## src/rtl/light_pkg.sv

```systemverilog
// Shared light-state codes and small helpers for the light sequencer and decoder.
package light_pkg;

  typedef enum logic [1:0] {
    ST_RED    = 2'b00,
    ST_GREEN  = 2'b01,
    ST_YELLOW = 2'b10,
    ST_MAINT  = 2'b11
  } lightState_t;

  localparam int MS_PER_S = 1000;

  function automatic int maxOf3(input int a, input int b, input int c);
    int m;
    m = (a > b) ? a : b;
    return (m > c) ? m : c;
  endfunction

endpackage

```

## src/rtl/light_sequencer_if.sv

```systemverilog
// Request/indication bundle between the light sequencer and its environment.
interface light_sequencer_if;
  logic       inPed;
  logic       inMaint;
  logic [1:0] outSel;
  logic       outPedPend;

  modport master (output inPed, output inMaint, input outSel, input outPedPend);
  modport slave  (input inPed, input inMaint, output outSel, output outPedPend);
endinterface

```

## src/rtl/light_sequencer_tick_gen.sv

```systemverilog
// Millisecond prescaler: one-cycle tick every C_DIV clocks, restartable via clear.
module tick_gen #(
  parameter int C_DIV = 100000
) (
  input  logic clk,
  input  logic rst,
  input  logic clear,
  output logic tick
);

  localparam int CW = (C_DIV > 1) ? $clog2(C_DIV) : 1;
  localparam logic [CW-1:0] LAST = CW'(C_DIV - 1);

  logic [CW-1:0] countReg;

  assign tick = (countReg == LAST);

  always_ff @(posedge clk or posedge rst) begin
    if (rst) begin
      countReg <= '0;
    end else if (clear || tick) begin
      countReg <= '0;
    end else begin
      countReg <= countReg + CW'(1);
    end
  end

endmodule

```

## src/rtl/light_sequencer.sv

```systemverilog
// Traffic light phase sequencer with pedestrian shortening of green and a maintenance override.
module light_sequencer
  import light_pkg::*;
#(
  parameter int C_CLK_FRQ      = 100000000,
  parameter int C_RED_MS       = 5000,
  parameter int C_GREEN_MS     = 5000,
  parameter int C_YELLOW_MS    = 1000,
  parameter int C_MIN_GREEN_MS = 1000
) (
  input  logic              clk,
  input  logic              rst,
  light_sequencer_if.slave  bus
);

  localparam int MAX_MS = maxOf3(C_RED_MS, C_GREEN_MS, C_YELLOW_MS);
  localparam int TW     = $clog2(MAX_MS + 1);

  typedef logic [TW-1:0] msCount_t;

  localparam msCount_t RED_LEN    = msCount_t'(C_RED_MS);
  localparam msCount_t GREEN_LEN  = msCount_t'(C_GREEN_MS);
  localparam msCount_t YELLOW_LEN = msCount_t'(C_YELLOW_MS);
  localparam msCount_t MIN_LEN    = msCount_t'(C_MIN_GREEN_MS);

  generate
    if (C_RED_MS < 1 || C_GREEN_MS < 1 || C_YELLOW_MS < 1 || C_MIN_GREEN_MS < 1) begin : gBadDuration
      $error("light_sequencer: every duration must be at least 1 ms");
    end
    if (C_MIN_GREEN_MS > C_GREEN_MS) begin : gBadMinGreen
      $error("light_sequencer: minimum green exceeds nominal green");
    end
    if ((C_CLK_FRQ % MS_PER_S) != 0 || C_CLK_FRQ < 2 * MS_PER_S) begin : gBadClock
      $error("light_sequencer: clock frequency must be a multiple of 1000 and at least 2000");
    end
  endgenerate

  lightState_t stateReg, stateNext;
  logic        pendReg, pendNext;
  msCount_t    timerReg;
  msCount_t    msReached;
  logic        tick;
  logic        phaseClear;

  tick_gen #(
    .C_DIV(C_CLK_FRQ / MS_PER_S)
  ) uTickGen (
    .clk  (clk),
    .rst  (rst),
    .clear(phaseClear),
    .tick (tick)
  );

  // Elapsed ms in this phase once the current tick is counted.
  assign msReached  = timerReg + msCount_t'(1);
  // Holding timers at zero in MAINT keeps them from wrapping while parked there.
  assign phaseClear = (stateNext != stateReg) || (stateReg == ST_MAINT);

  always_ff @(posedge clk or posedge rst) begin
    if (rst) begin
      stateReg <= ST_RED;
      pendReg  <= 1'b0;
      timerReg <= '0;
    end else begin
      stateReg <= stateNext;
      pendReg  <= pendNext;
      if (phaseClear) begin
        timerReg <= '0;
      end else if (tick) begin
        timerReg <= msReached;
      end
    end
  end

  always_comb begin
    stateNext = stateReg;
    pendNext  = pendReg;

    case (stateReg)
      ST_RED: begin
        if (tick && msReached == RED_LEN) stateNext = ST_GREEN;
      end
      ST_GREEN: begin
        if (tick && (msReached == GREEN_LEN || (msReached >= MIN_LEN && pendReg)))
          stateNext = ST_YELLOW;
      end
      ST_YELLOW: begin
        if (tick && msReached == YELLOW_LEN) stateNext = ST_RED;
      end
      ST_MAINT: begin
        if (!bus.inMaint) stateNext = ST_RED;
      end
      default: stateNext = ST_RED;
    endcase

    if (bus.inMaint) stateNext = ST_MAINT;

    if (stateReg != ST_MAINT && bus.inPed) pendNext = 1'b1;
    // A request is served by entering red; a same-edge set loses to that clear.
    if (stateNext == ST_MAINT || (stateNext == ST_RED && stateReg != ST_RED))
      pendNext = 1'b0;
  end

  assign bus.outSel     = stateReg;
  assign bus.outPedPend = pendReg;

endmodule

```

## src/flat_wrapper.sv

```systemverilog
// flat-port wrapper written by rule: the top's interface ports become plain ports
module light_sequencer_flat import light_pkg::*;
#(
  parameter int C_CLK_FRQ      = 100000000,
  parameter int C_RED_MS       = 5000,
  parameter int C_GREEN_MS     = 5000,
  parameter int C_YELLOW_MS    = 1000,
  parameter int C_MIN_GREEN_MS = 1000
)
  (clk, rst, bus_inPed, bus_inMaint, bus_outSel, bus_outPedPend);
  light_sequencer_if bus_i ();
  input  logic clk;
  input  logic rst;
  input wire logic [$bits(bus_i.inPed)-1:0] bus_inPed;
  input wire logic [$bits(bus_i.inMaint)-1:0] bus_inMaint;
  output wire logic [$bits(bus_i.outSel)-1:0] bus_outSel;
  output wire logic [$bits(bus_i.outPedPend)-1:0] bus_outPedPend;
  assign bus_i.inPed = bus_inPed;
  assign bus_i.inMaint = bus_inMaint;
  assign bus_outSel = bus_i.outSel;
  assign bus_outPedPend = bus_i.outPedPend;
  light_sequencer #(.C_CLK_FRQ(C_CLK_FRQ), .C_RED_MS(C_RED_MS), .C_GREEN_MS(C_GREEN_MS), .C_YELLOW_MS(C_YELLOW_MS), .C_MIN_GREEN_MS(C_MIN_GREEN_MS)) u_core (.clk(clk), .rst(rst), .bus(bus_i));
endmodule
```

## config.mk

```make
export PLATFORM = sky130hd
export DESIGN_NAME = light_sequencer_flat
export DESIGN_NICKNAME = d
export VERILOG_FILES = /design/src/rtl/light_pkg.sv /design/src/rtl/light_sequencer_if.sv /design/src/rtl/light_sequencer_tick_gen.sv /design/src/rtl/light_sequencer.sv /design/src/flat_wrapper.sv
export SDC_FILE = /design/constraint.sdc
export NUM_CORES = 1
export LEC_CHECK = 0
export BUFFER_PORTS_ARGS = -buffer_cell sky130_fd_sc_hd__buf_2
export CORE_MARGIN = 5
export CORE_UTILIZATION = 51
export CTS_CLUSTER_DIAMETER = 80
export DETAILED_ROUTE_END_ITERATION = 16
export GPL_TIMING_DRIVEN = 0
export PLACE_DENSITY = 0.68
export SLEW_MARGIN = 20
export SYNTH_ARGS = -nofsm -noshare
export SYNTH_HDL_FRONTEND = slang
export SYNTH_SLANG_ARGS = --single-unit
export TNS_END_PERCENT = 30
```

## constraint.sdc

```tcl
create_clock -name clk -period 6 [get_ports clk]
set_clock_uncertainty 0.1 [all_clocks]
set_input_delay 0.3 -clock clk [delete_from_list [all_inputs] [get_ports clk]]
set_output_delay 0.3 -clock clk [all_outputs]
set_load 0.02 [all_outputs]
```

==> flow_summary.toml <==
[place]
place_ws_ns = 2.888
io_buffers = 6
dp_cells = 291
gp_congestion = 0.8961
dp_hpwl_mm = 3.306

[die]
initial_core_util_pct = 52.89
die_area_um2 = 5537
rows = 23
fp.dieW_um = 74.41
die_h_um = 74.41
fp.coreArea_um2 = 4000
ios = 7

[power_and_ir_drop]
internal-power_w = 0.0003340
cellLeakagePower_nw = 0.8766
switching_share_pct = 23.06
p_clk_share_pct = 42.6
p_seq_share_pct = 52.7
power_density_nw_per_um2 = 187.9
p_switching_w = 0.0001001
max-vdd-ir-drop_mv = 0.1469
power_frac_comb_pct = 4.7

[detailed_routing]
vias = 1753
drt_pass1_iterations = 4
postRouteAntennaNets = 0
wl_per_cell_um = 15.44
vias_per_cell = 5.863
drc = 0
wirelength_mm = 4.616
drt_first_iter_violations = 180

[clock_tree]
cts_buffers = 5
cts_tree = "built"
post_cts_resized = 0
clk_pin_slew_ns = 0.07
ctsHoldBuffers = 0
cts_sinks = 33
root_buffer = "clkbuf_8"
clk_latency_ns = 0.29
htree_levels = 2
post_cts_buffers = 0
clock_path_buffers = 2

[synth]
yosys_warnings = 0
postSynthNetCount = 242
synth.most_common_cell = "dfrtp_1"
seq_area_frac_synth_pct = 39.03
syn-mean-instance-area_um2 = 9.003
synth.top_cell.area_share_pct = 39.03
ys_types = 48
synth.largest_area_cell = "dfrtp_1"
netlist_instances = 235
synth-seq-cells = 33
synth_edf_count = 0
syn_area_um2 = 2116
synth.area.top_cells = "dfrtp_1, xnor2_1, xor2_1"
ys.flop_type = "dfrtp_1"
synth_common_cells = "dfrtp_1, nor2_1, nor3_1, nand2_1, xnor2_1"
async_flop_share_pct = 100.0

[final_layout]
layout.cells.non_filler = 299
syn2layout_area_growth_pct = 9.166
n_antenna_cell = 0
final_nets = 255
drive_gt1_share_pct = 12.85
nFillCells = 387

[timing]
setup_viol = 0
tns_ns = 0
hold_viol = 0
drv_slew = 0
fmax_mhz = 318.8
tightest_slew_ns = 0.7112
hold_ws_ns = 0.01634
layout_setup_ws_ns = 2.863
fin_crit_ns = 3.137
slew_headroom_pct = 52.18
rsz0062_at_grt = "false"
min_period_over_period_pct = 52.28

[global_route]
grtUsageTotal_pct = 19.49
grt_max_degree = 34
first_global_vias = 1757
grt_pass1_wl_mm = 8.183
antenna_found_initial = 0
grt_overflow = 0

[hold_path]
worstHoldPathType = "primary input to asynchronous set/reset pin"

[critical_path]
crit_fanout = 10
required_ns = 6.07
cp_cell_sequence = "ha_1 > clkbuf_1 > or4_1 > o211ai_1 > nand3_1 > o31ai_1 > buf_2 > nor3_1"
critPathKind = "flip-flop to flip-flop"
endpoint_kind = "flip-flop"
critical_path.max_stage_delay_ns = 0.62
slowest_stage = "o31ai_1"
startpoint_type = "flip-flop"
arrival_ns = 3.20

[flow_run]
maxCapViolCount = 0

[status]
status = "finished clean"
cell families (layout without fill, tap and decap cells):
family	after synthesis	after routing	synth area share [%]
flip-flops	33	33	39.03
adder cells (fa/ha/maj)	3	3	1.774
multiplexers	1	1	0.4731
AND/OR/NAND/NOR	123	123	31.93
XOR/XNOR	29	29	12.01
AO/OA/AOI/OAI	28	28	10.59
buffers and inverters	18	32	4.198
final timing paths:
path / start / end / slack (ns) / depth (start not counted)
worst max-delay path: u_core.timerReg[0] / u_core.timerReg[2] / 2.86 / 8
worst min register to register: u_core.uTickGen.countReg[0] / u_core.uTickGen.countReg[0] / 0.44 / 1
max in group asynchronous: rst / u_core.timerReg[3] / 5.34 / 2
worst max register to register: u_core.timerReg[0] / u_core.timerReg[2] / 2.86 / 8
min in group clk: bus_inPed / u_core.bus.outPedPend / 0.13 / 3
worst min-delay path: rst / u_core.timerReg[0] / 0.02 / 2
placed cells by master, fill, tap and decap left out, drive strengths merged, types with 2 or more instances in the layout:
cell type | netlist | final
dfrtp | 33 | 33
nor2 | 30 | 30
nor3 | 19 | 19
nand2 | 18 | 18
buf | 10 | 16
xnor2 | 15 | 15
xor2 | 14 | 14
nand4 | 12 | 12
nand3 | 11 | 11
clkbuf | 4 | 11
o21ai | 6 | 6
or4 | 5 | 5
and3 | 4 | 4
and4 | 4 | 4
inv | 4 | 4
nand4bb | 3 | 3
nor4 | 3 | 3
and2 | 3 | 3
a21oi | 3 | 3
ha | 3 | 3
nand4b | 2 | 2
nand3b | 2 | 2
a31o | 2 | 2
a31oi | 2 | 2
o211ai | 2 | 2
o31a | 2 | 2
o31ai | 2 | 2
state kept, by name, summed over array words and instances, names as in the netlist:
signal and count:
u_core.bus.outSel 2, u_core.bus.outPedPend 1, u_core.timerReg 13, u_core.uTickGen.countReg 17
cell type report:
class	instances	area [um2]	share of cell area, %
multi-input combinational	184	1201	52.00
sequential	33	825.8	35.75
clock buffer	7	96.34	4.171
buffer	14	73.82	3.196
tap	50	62.56	2.709
timing repair buffer	6	30.03	1.300
inverter	4	15.01	0.6501
clock inverter	1	5.005	0.2167
metal layers:
metal | wire [um] | global-route usage (%) | vias up
li1 | - | - | 876
met1 | 2151 | 25.30 | 837
met2 | 2187 | 30.44 | 29
met3 | 173 | 4.054 | 11
met4 | 104 | 10.47 | 0
met5 | 0 | 0 | -
power groups by stage:
stage	Clock, W	Sequential, W	Combinational (W)
after CTS	0.000192	0.000229	0.0000211
after global placement	0	0.000233	0.0000209
after detailed placement	0	0.000233	0.0000212
final	0.000185	0.000229	0.0000204
after global routing	0.000202	0.000229	0.0000235
after floorplan	0	0.000234	0.0000122
critical path: cells and delay by family (launching register included):
family	cells	cell delay, ns
simple gates	3	0.82
buf+inv	2	0.61
compound gates	2	0.84
flops	1	0.40
fa+ha+maj	1	0.25
through the flow:
stage	total power [W]	util [%]	cell area (um2)
2_1_floorplan	0.0002461	-	2116
3_3_place_gp	0.0002537	55.21	2208
3_5_place_dp	0.0002540	55.21	2208
4_1_cts	0.0004415	57.74	2310
5_1_grt	0.0004543	57.74	2310
6_report	0.0004340	57.74	2310
Power figures use the tool's default switching activity.
